[config.mk]
export PLATFORM = sky130hd
export DESIGN_NAME = conv_result_buffer
export DESIGN_NICKNAME = d
export VERILOG_FILES = /design/src/rtl/conv_result_buffer_pkg.sv /design/src/rtl/conv_result_buffer_ram.sv /design/src/rtl/conv_result_buffer.sv
export SDC_FILE = /design/constraint.sdc
export NUM_CORES = 1
export LEC_CHECK = 0
export ABC_AREA = 1
export BUFFER_PORTS_ARGS = -buffer_cell sky130_fd_sc_hd__buf_2
export CAP_MARGIN = 20
export CORE_UTILIZATION = 45
export DETAILED_ROUTE_END_ITERATION = 12
export HOLD_SLACK_MARGIN = 0.15
export PLACE_DENSITY = 0.68
export SETUP_SLACK_MARGIN = 0.15
export SLEW_MARGIN = 20
export SYNTH_ARGS = -nofsm -noshare
export SYNTH_HDL_FRONTEND = slang
export SYNTH_SLANG_ARGS = --single-unit
[constraint.sdc]
create_clock -name clk -period 3.1 [get_ports clk]
set_input_delay 0.62 -clock clk [delete_from_list [all_inputs] [get_ports clk]]
set_output_delay 0.62 -clock clk [all_outputs]
set_load 0.02 [all_outputs]
[src/rtl/conv_result_buffer_pkg.sv]
// Shared constants and state encoding for the convolution result buffer.
package conv_result_buffer_pkg;

    localparam int ACC_WIDTH_DEF = 12;
    localparam int OUT_M_DEF     = 8;
    localparam int OUT_N_DEF     = 10;
    localparam int FRAME_SIZE    = 80;
    localparam int ADDR_W        = 7;

    typedef enum logic [1:0] {
        ST_EMPTY   = 2'd0,
        ST_CAPTURE = 2'd1,
        ST_FULL    = 2'd2
    } state_e;

endpackage

[src/rtl/conv_result_buffer_ram.sv]
// Frame store: synchronous write, synchronous read with one cycle of latency.
// Contents are deliberately not reset.
module conv_result_buffer_ram
    import conv_result_buffer_pkg::*;
#(
    parameter int DATA_W = ACC_WIDTH_DEF,
    parameter int DEPTH  = FRAME_SIZE
) (
    input  logic              clk,
    input  logic              we_i,
    input  logic [ADDR_W-1:0] waddr_i,
    input  logic [DATA_W-1:0] wdata_i,
    input  logic              re_i,
    input  logic [ADDR_W-1:0] raddr_i,
    output logic [DATA_W-1:0] rdata_o
);

    logic [DATA_W-1:0] mem_q [DEPTH];
    logic [DATA_W-1:0] rdata_q;

    // Write port and registered read port share the clock.
    always_ff @(posedge clk) begin
        if (we_i) begin
            mem_q[waddr_i] <= wdata_i;
        end
        if (re_i) begin
            rdata_q <= mem_q[raddr_i];
        end
    end

    assign rdata_o = rdata_q;

endmodule

[src/rtl/conv_result_buffer.sv]
// Captures one raster-ordered result frame, checks its framing, tracks the
// maximum element and then serves random-access reads.
//
// Stream interface: in_valid qualifies a beat; there is no back-pressure, so
// every beat is taken in the cycle it is presented. Read interface: rd_req is
// a strobe answered by rd_valid exactly one cycle later, one response per
// request, and requests may be issued every cycle.
module conv_result_buffer
    import conv_result_buffer_pkg::*;
#(
    parameter int ACC_WIDTH = ACC_WIDTH_DEF,
    parameter int OUT_M     = OUT_M_DEF,
    parameter int OUT_N     = OUT_N_DEF
) (
    input  logic                 clk,
    input  logic                 rst_n,
    input  logic                 clear,
    input  logic                 in_valid,
    input  logic [ACC_WIDTH-1:0] in_elem,
    input  logic                 in_row_end,
    input  logic                 in_last,
    input  logic [3:0]           in_row_idx,
    input  logic [3:0]           in_col_idx,
    input  logic                 rd_req,
    input  logic [3:0]           rd_row,
    input  logic [3:0]           rd_col,
    output logic                 rd_valid,
    output logic [ACC_WIDTH-1:0] rd_data,
    output logic                 rd_err,
    output logic                 capturing,
    output logic                 frame_done,
    output logic [6:0]           elem_count,
    output logic [ACC_WIDTH-1:0] max_val,
    output logic [3:0]           max_row,
    output logic [3:0]           max_col,
    output logic                 err_seq,
    output logic                 err_frame
);

    state_e                state_q;
    logic [3:0]            exp_row_q, exp_col_q;
    logic [6:0]            elem_count_q;
    logic [ACC_WIDTH-1:0]  max_val_q;
    logic [3:0]            max_row_q, max_col_q;
    logic                  err_seq_q, err_frame_q;
    logic                  rd_valid_q, rd_err_q;
    logic [ACC_WIDTH-1:0]  ram_rdata;

    // Beat decode: the write position is always the expected one, never the
    // indices carried by the beat.
    logic              accept;
    logic              at_row_end, at_final;
    logic              idx_bad, flag_bad;
    logic [ADDR_W-1:0] wr_addr, rd_addr;
    logic              rd_in_range, rd_accept;

    assign accept     = in_valid && !clear && (state_q != ST_FULL);
    assign at_row_end = (exp_col_q == 4'(OUT_N - 1));
    assign at_final   = at_row_end && (exp_row_q == 4'(OUT_M - 1));
    assign idx_bad    = (in_row_idx != exp_row_q) || (in_col_idx != exp_col_q);
    assign flag_bad   = (in_row_end != at_row_end) || (in_last != at_final);
    assign wr_addr    = 7'(exp_row_q) * 7'(OUT_N) + 7'(exp_col_q);

    assign rd_in_range = (rd_row < 4'(OUT_M)) && (rd_col < 4'(OUT_N));
    assign rd_accept   = rd_req && !clear && (state_q == ST_FULL);
    assign rd_addr     = 7'(rd_row) * 7'(OUT_N) + 7'(rd_col);

    conv_result_buffer_ram #(
        .DATA_W (ACC_WIDTH),
        .DEPTH  (FRAME_SIZE)
    ) u_ram (
        .clk     (clk),
        .we_i    (accept),
        .waddr_i (wr_addr),
        .wdata_i (in_elem),
        .re_i    (rd_accept && rd_in_range),
        .raddr_i (rd_addr),
        .rdata_o (ram_rdata)
    );

    // Capture FSM with framing checks, max tracking and read-response flags.
    always_ff @(posedge clk or negedge rst_n) begin
        if (!rst_n) begin
            state_q      <= ST_EMPTY;
            exp_row_q    <= '0;
            exp_col_q    <= '0;
            elem_count_q <= '0;
            max_val_q    <= '0;
            max_row_q    <= '0;
            max_col_q    <= '0;
            err_seq_q    <= 1'b0;
            err_frame_q  <= 1'b0;
            rd_valid_q   <= 1'b0;
            rd_err_q     <= 1'b0;
        end else if (clear) begin
            state_q      <= ST_EMPTY;
            exp_row_q    <= '0;
            exp_col_q    <= '0;
            elem_count_q <= '0;
            max_val_q    <= '0;
            max_row_q    <= '0;
            max_col_q    <= '0;
            err_seq_q    <= 1'b0;
            err_frame_q  <= 1'b0;
            rd_valid_q   <= 1'b0;
            rd_err_q     <= 1'b0;
        end else begin
            if (accept) begin
                elem_count_q <= elem_count_q + 7'd1;
                // First beat always loads; later beats need a strict increase.
                if ((elem_count_q == 7'd0) || (in_elem > max_val_q)) begin
                    max_val_q <= in_elem;
                    max_row_q <= exp_row_q;
                    max_col_q <= exp_col_q;
                end
                if (idx_bad || flag_bad) begin
                    err_seq_q <= 1'b1;
                end
                if (at_final || in_last) begin
                    state_q   <= ST_FULL;
                    exp_row_q <= '0;
                    exp_col_q <= '0;
                    if (!at_final) begin
                        err_frame_q <= 1'b1;
                    end
                end else begin
                    state_q <= ST_CAPTURE;
                    if (at_row_end) begin
                        exp_col_q <= '0;
                        exp_row_q <= exp_row_q + 4'd1;
                    end else begin
                        exp_col_q <= exp_col_q + 4'd1;
                    end
                end
            end else if (in_valid && (state_q == ST_FULL)) begin
                err_frame_q <= 1'b1;
            end
            rd_valid_q <= rd_accept;
            rd_err_q   <= rd_accept && !rd_in_range;
        end
    end

    assign capturing  = (state_q == ST_CAPTURE);
    assign frame_done = (state_q == ST_FULL);
    assign elem_count = elem_count_q;
    assign max_val    = max_val_q;
    assign max_row    = max_row_q;
    assign max_col    = max_col_q;
    assign err_seq    = err_seq_q;
    assign err_frame  = err_frame_q;
    assign rd_valid   = rd_valid_q;
    assign rd_err     = rd_err_q;
    assign rd_data    = (rd_valid_q && !rd_err_q) ? ram_rdata : '0;

endmodule

==> results of run 1 <==
cell type report:
class | instances | area share [%]
tap | 1265 | 3.20
multi-input combinational | 2393 | 21.6
timing repair buffer | 304 | 5.23
clock inverter | 55 | 0.970
clock buffer | 128 | 5.45
sequential | 1013 | 61.1
inverter | 312 | 2.40
what timing repair did:
item,4_1_cts,5_1_grt
setup buffers,0,1
pin swaps,1,1
setup endpoints to repair,30,615
hold buffers,1,0
gates cloned,1,1
hold endpoints to repair,41,0
gates resized for setup,3,17
sequential cells by signal, summed over array words and instances, names as in the netlist:
signal and cells:
elem_count 7, err_frame 1, err_seq 1, exp_col_q 4, exp_row_q 4, max_col 4, max_row 4, max_val 12
rd_err 1, rd_valid 1, state_q 2, u_ram.mem_q 960, u_ram.rdata_o 12
where the power goes:
part | leakage, uW | total (uW) | internal (uW) | switching [uW]
clock network | 0.00155 | 11900 | 6780 | 5100
registers | 0.00930 | 15100 | 15000 | 26.7
logic | 0.00851 | 3410 | 994 | 2420
total | 0.0194 | 30400 | 22800 | 7550
how the worst max path moves through the flow:
stage	startpoint	cells past startpoint	slack, ps	to
after floorplan	exp_row_q[1]	8	-20	u_ram.mem_q[0][0]
after global placement	rd_row[0]	13	-60	u_ram.rdata_o[7]
after detailed placement	rd_row[0]	13	-70	u_ram.rdata_o[7]
after CTS	exp_row_q[1]	10	130	u_ram.mem_q[35][4]
after global routing	exp_row_q[1]	11	90	u_ram.mem_q[75][3]
final	exp_row_q[1]	10	180	u_ram.mem_q[27][11]
through the flow:
stage | instances | setup slack (ps)
after global routing | 5470 | 88.4
after floorplan | 3932 | -15.3
after CTS | 5468 | 130
final | 5470 | 182
after detailed placement | 5283 | -67.5
after global placement | 5283 | -56.5
worst reg2reg max path, stage by stage (launching register included):
cell	delay, ps
dfrtp_1	390
ha_1	300
ha_1	200
fa_1	500
inv_1	90
nor2_4	210
xnor2_4	190
nand4_1	120
buf_4	210
nor2_1	200
buf_6	200
routing by layer:
metal,up-vias,share of wire (%)
met3,287,8.4
met4,2,5.2
met2,1451,48
met5,-,0.011
met1,14360,38
li1,13726,-
cell families after synthesis:
| group | count (synthesis) |
|---|---|
| DFF | 1013 |
| AOI/OAI and AO/OA | 275 |
| buffers and inverters | 527 |
| adders and majority gates | 33 |
| and+or+nand+nor | 2067 |
| xor gates and xnor gates | 17 |
cell usage in the layout, fill, tap and decap left out, types with 24 or more instances in the layout:
master,netlist,routed
nand3_1,528,528
o21ai_1,29,29
nand2_1,1164,1164
o22ai_1,31,31
buf_2,62,66
o21ai_0,176,176
buf_4,39,195
dfrtp_1,41,41
edfxtp_1,972,972
clkbuf_1,77,24
nor2_1,353,345
ha_1,29,28
buf_12,0,35
clkbuf_16,0,104
clkinv_1,0,25
inv_1,307,305
==> impl_metrics.sql, run 1 <==
INSERT INTO impl_metrics (metric_group, metric, value, unit) VALUES
('die', 'ioPinCount', '80', ''),
('final_layout', 'register_area', '30200', 'um2'),
('placed_design', 'placed_cell_area', '46100', 'um2'),
('clock_tree', 'cts.sink_count', '1013', ''),
('final_layout', 'drive_gt1_share', '11.0', '%'),
('global_routing', 'grt.overflow.total', '0', ''),
('die', 'fp-row-count', '113', ''),
('yosys', 'synth-adder-area-share', '1.03', '%'),
('route', 'wl', '123000', 'um'),
('final_layout', 'fillerInstances', '7985', ''),
('global_routing', 'initial_antenna_violation_count', '2', ''),
('final_layout', 'final_core_utilization', '52.1', '%'),
('setup_path', 'worst_path_dominant_cell_family', 'adder cells', ''),
('yosys', 'synth_flop_cell', 'edfxtp_1', ''),
('placed_design', 'gp_congestion', '0.941', ''),
('die', 'floorplan.die_area', '96900', 'um2'),
('pwr', 'ir_drop', '428', 'uV'),
('yosys', 'synth_compound_area_share', '3.50', '%'),
('setup_path', 'reg2regPathDepth', '10', ''),
('yosys', 'simple_gate_fraction_of_synth_area', '19.7', '%'),
('yosys', 'synth_commonest_cells', 'nand2_1 (1164), edfxtp_1 (972), nand3_1 (528)', ''),
('route', 'detail_route.vias_per_cell', '5.45', ''),
('min_path', 'hold_path.class', 'in2reg', ''),
('yosys', 'synth_top_area_share', '67.8', '%'),
('min_path', 'holdPathEnd', 'u_ram.mem_q[74][2]', ''),
('min_path', 'min-delay-start', 'in_elem[2]', ''),
('timing', 'final.min_clock_period', '2920', 'ps'),
('pwr', 'pwr_density_cell', '615', 'nW/um2'),
('route', 'via_count', '29826', ''),
('global_routing', 'globalRouteMet2Util', '41.5', '%'),
('yosys', 'synth.largest_area_cell', 'edfxtp_1', ''),
('timing', 'finalSetupTns', '0', 'ps'),
('setup_path', 'cp_slowest_stage_delay', '500', 'ps'),
('die', 'die_w', '311', 'um'),
('clock_tree', 'cts_htree_levels', '3', ''),
('timing', 'report.final.setup_viol', '0', ''),
('yosys', 'synthCells', '3932', ''),
('route', 'dr.pass1.iters', '5', ''),
('setup_path', 'timing.reg2reg.setup_slack', '180', 'ps'),
('global_routing', 'grt_start_max_net_pins', '91', ''),
('global_routing', 'grt.met1_usage', '33.1', '%'),
('die', 'placeableCoreArea', '94900', 'um2'),
('outcome', 'outcome', 'completed', ''),
('clock_tree', 'cts-root-to-sink-buffers', '3', ''),
('global_routing', 'grt_pass1_wl', '182000', 'um'),
('yosys', 'yosys_warnings', '0', ''),
('clock_tree', 'cts_root_buffer', 'clkbuf_16', ''),
('setup_path', 'crit_slowest_cell', 'fa_1', ''),
('setup_path', 'critical_path.most_common_cell', 'ha_1', ''),
('yosys', 'syn_nets', '4000', ''),
('route', 'first_iter_violations', '3909', ''),
('setup_path', 'critical_path_required', '3460', 'ps'),
('min_path', 'hold_path_depth', '1', ''),
('final_layout', 'multiInputGateArea', '10700', 'um2'),
('yosys', 'most_repeated_cell_in_the_gate_level_netlist_after_synthesis', 'nand2_1', ''),
('setup_path', 'crit_fanout', '11', ''),
('setup_path', 'timing.setup.critical_path_class', 'reg2reg', ''),
('clock_tree', 'clk_pin_slew', '60', 'ps'),
('job', 'max_cap_violations', '0', ''),
('placed_design', 'detailed_place_hpwl', '75300', 'um'),
('final_layout', 'synth_to_layout_area_growth', '14.8', '%'),
('pwr', 'power.total', '30400', 'uW'),
('global_routing', 'grt_use_met3', '3.39', '%'),
('setup_path', 'worstPathCellList', 'ha_1 -> ha_1 -> fa_1 -> inv_1 -> nor2_4 -> xnor2_4 -> nand4_1 -> buf_4 -> nor2_1 -> buf_6', ''),
('final_layout', 'diodes', '0', ''),
('timing', 'fmax', '0.343', 'GHz'),
('global_routing', 'grt_busiest_layer', 'met2', ''),
('timing', 'finalHoldViolations', '0', ''),
('setup_path', 'cp.buffers_inverters', '3', ''),
('setup_path', 'cp.arrival', '3280', 'ps'),
('setup_path', 'setup.worst_path.end_class', 'register', '');
(Power assumes the default switching activity.)
==> run 2, diff against run 1 <==
PLACE_DENSITY = 0.72   (was 0.68)
==> impl_metrics.sql, run 2 (synthesized netlist as in run 1, its figures left out) <==
INSERT INTO impl_metrics (metric_group, metric, value, unit) VALUES
('outcome', 'outcome', 'completed', ''),
('die', 'fp-row-count', '113', ''),
('pwr', 'sequentialPowerShare', '49.3', '%'),
('route', 'wl', '125000', 'um'),
('global_routing', 'grt_pass1_wl', '185000', 'um'),
('timing', 'tightestPinTransition', '941', 'ps'),
('global_routing', 'grt_use_met3', '4.98', '%'),
('setup_path', 'setup.worst_path.start_class', 'register', ''),
('timing', 'report.final.setup_viol', '0', ''),
('setup_path', 'crit_fanout', '10', ''),
('setup_path', 'reg2regPathDepth', '9', ''),
('route', 'drt-wirelength-per-cell', '22.6', 'um'),
('setup_path', 'endpoint', 'u_ram.mem_q[3][10]', ''),
('placed_design', 'gp_congestion', '0.940', ''),
('timing', 'rsz0062_at_grt', 'yes', ''),
('pwr', 'pwr_density_cell', '612', 'nW/um2'),
('final_layout', 'finalNetCount', '4230', ''),
('setup_path', 'cp_slowest_stage_delay', '430', 'ps'),
('clock_tree', 'cts_htree_levels', '3', ''),
('final_layout', 'max_flop_register', 'u_ram.mem_q', ''),
('global_routing', 'grt_start_max_net_pins', '106', ''),
('pwr', 'power_switching_share', '25.4', '%'),
('final_layout', 'register_area', '30200', 'um2'),
('global_routing', 'grt_usage', '25.4', '%'),
('clock_tree', 'tritoncts_clock_tree', 'yes', ''),
('pwr', 'ir_drop', '527', 'uV'),
('die', 'die-height', '311', 'um'),
('setup_path', 'critical_path.startpoint', 'exp_row_q[1]', ''),
('setup_path', 'cp.arrival', '3270', 'ps'),
('route', 'via_count', '30692', ''),
('timing', 'worst_clock_skew', '24.6', 'ps'),
('setup_path', 'critical_path_required', '3480', 'ps'),
('timing', 'worst_slew_margin_rel', '37.2', '%'),
('clock_tree', 'clk_pin_slew', '60', 'ps'),
('global_routing', 'grt.overflow.total', '0', ''),
('global_routing', 'first_global_vias', '28949', ''),
('placed_design', 'buffer_ports.inserted', '79', ''),
('setup_path', 'timing.rr.start', 'exp_row_q[1]', ''),
('placed_design', 'detailed_place_hpwl', '76700', 'um'),
('timing', 'finalHoldViolations', '0', ''),
('setup_path', 'setup.worst_path.end_class', 'register', ''),
('job', 'max_cap_violations', '0', ''),
('global_routing', 'globalRouteMet2Util', '40.9', '%'),
('min_path', 'hold_path.class', 'in2reg', ''),
('global_routing', 'grt.met1_usage', '33.4', '%'),
('placed_design', 'placed_cell_area', '46300', 'um2'),
('route', 'first_iter_violations', '3981', ''),
('final_layout', 'fillerInstances', '7782', ''),
('die', 'floorplan.die_area', '96900', 'um2'),
('route', 'drcViolationCount', '0', ''),
('timing', 'maxSlewViolCount', '0', ''),
('final_layout', 'multiInputGateArea', '10700', 'um2'),
('pwr', 'power.total', '30600', 'uW'),
('final_layout', 'fin_area', '49900', 'um2'),
('final_layout', 'max_reg_flops', '960', ''),
('setup_path', 'critical_path.most_common_cell', 'buf_6', ''),
('final_layout', 'final_cell_mix', 'nand2_1 (1164), edfxtp_1 (972), nand3_1 (528), nor2_1 (334), inv_1 (303)', ''),
('die', 'die_w', '311', 'um'),
('final_layout', 'drive_gt1_share', '12.0', '%'),
('route', 'detail_route.vias_per_cell', '5.57', ''),
('pwr', 'power.share.clock', '39.0', '%'),
('clock_tree', 'cts_root_buffer', 'clkbuf_16', ''),
('timing', 'fmax', '0.345', 'GHz'),
('final_layout', 'synth_to_layout_area_growth', '16.0', '%'),
('clock_tree', 'cts_buffers', '102', ''),
('global_routing', 'initial_antenna_violation_count', '1', ''),
('pwr', 'power.net_switching', '7760', 'uW'),
('pwr', 'p_comb_share', '11.7', '%'),
('global_routing', 'grt_busiest_layer', 'met2', ''),
('clock_tree', 'cts-root-to-sink-buffers', '3', ''),
('die', 'placeableCoreArea', '94900', 'um2'),
('pwr', 'p_leak', '0.0196', 'uW'),
('route', 'dr.pass1.iters', '6', ''),
('setup_path', 'worstPathCellList', 'ha_1 -> ha_2 -> fa_1 -> xor2_2 -> xnor2_4 -> nand4_1 -> buf_6 -> nor2_1 -> buf_6', ''),
('clock_tree', 'cts.sink_count', '1013', ''),
('route', 'drt.antenna.violating_nets', '0', ''),
('final_layout', 'layout_commonest_cell', 'nand2_1', ''),
('setup_path', 'timing.reg2reg.setup_slack', '200', 'ps'),
('die', 'initial_core_util', '45.4', '%'),
('die', 'ioPinCount', '80', ''),
('setup_path', 'crit_slowest_cell', 'fa_1', ''),
('pwr', 'power.internal', '22800', 'uW'),
('clock_tree', 'worstSkewPairLatency', '680', 'ps'),
('setup_path', 'timing.setup.critical_path_class', 'reg2reg', ''),
('timing', 'final.min_clock_period', '2900', 'ps'),
('timing', 'final_min_period_over_clock_period', '93.4', '%'),
('setup_path', 'rr_endpoint', 'u_ram.mem_q[3][10]', '');
==> run 2: timing repair <==
action	in CTS	in global routing
gates cloned	5	6
hold buffers	1	0
pin swaps	2	2
gates resized for setup	56	40
setup endpoints to repair	422	862
setup buffers	1	2
hold endpoints to repair	41	0
==> run 2: critical path: cells and delay by family, from the launching register on <==
kind,cells,cell delay (ps)
buffers and inverters,2,420
AND/OR/NAND/NOR,2,410
flip-flops,1,380
XOR/XNOR,2,470
adder cells (fa/ha/maj),3,910
==> run 2: power groups by stage <==
stage	sequential, uW	combinational (uW)	clock, uW
after CTS	15100	3500	12000
after detailed placement	15400	3480	0
final	15100	3580	11900
after global routing	15100	3800	12500
after floorplan	15400	1820	0
after global placement	15400	3460	0
==> run 2: per-layer routing <==
layer	vias up	share of wire (%)
li1	13815	-
met1	14798	38
met2	1796	47
met3	283	11
met5	-	0
met4	0	4.8
==> run 2: stage by stage <==
stage	utilization, %	cells	hold slack, ps	TNS (ps)	setup slack, ps
after detailed placement	48.8	5308	458	-949	-188
after global placement	48.8	5308	455	-872	-178
final	52.6	5511	264	0	204
after CTS	52.5	5501	236	0	112
after global routing	52.6	5509	266	0	96.3
after floorplan	-	3932	324	-11760	-15.3
==> run 2: final cells by class <==
type                            count  area share, %
Inverter                          312           2.37
Tap cell                         1265           3.17
Timing Repair Buffer              341           6.05
Antenna cell                        2         0.0100
Multi-Input combinational cell   2392           21.5
Sequential cell                  1013           60.5
Clock inverter                     58           1.03
Clock buffer                      128           5.35
==> run 2: how the worst min path moves through the flow <==
stage          startpoint             to  cells after the start
3_3_place_gp   max_col[2]     max_col[2]                      2
2_1_floorplan       rst_n  elem_count[0]                      0
6_report            clear  elem_count[4]                      2
4_1_cts             clear  elem_count[4]                      2
3_5_place_dp   max_col[1]     max_col[1]                      2
5_1_grt             clear   exp_row_q[2]                      2
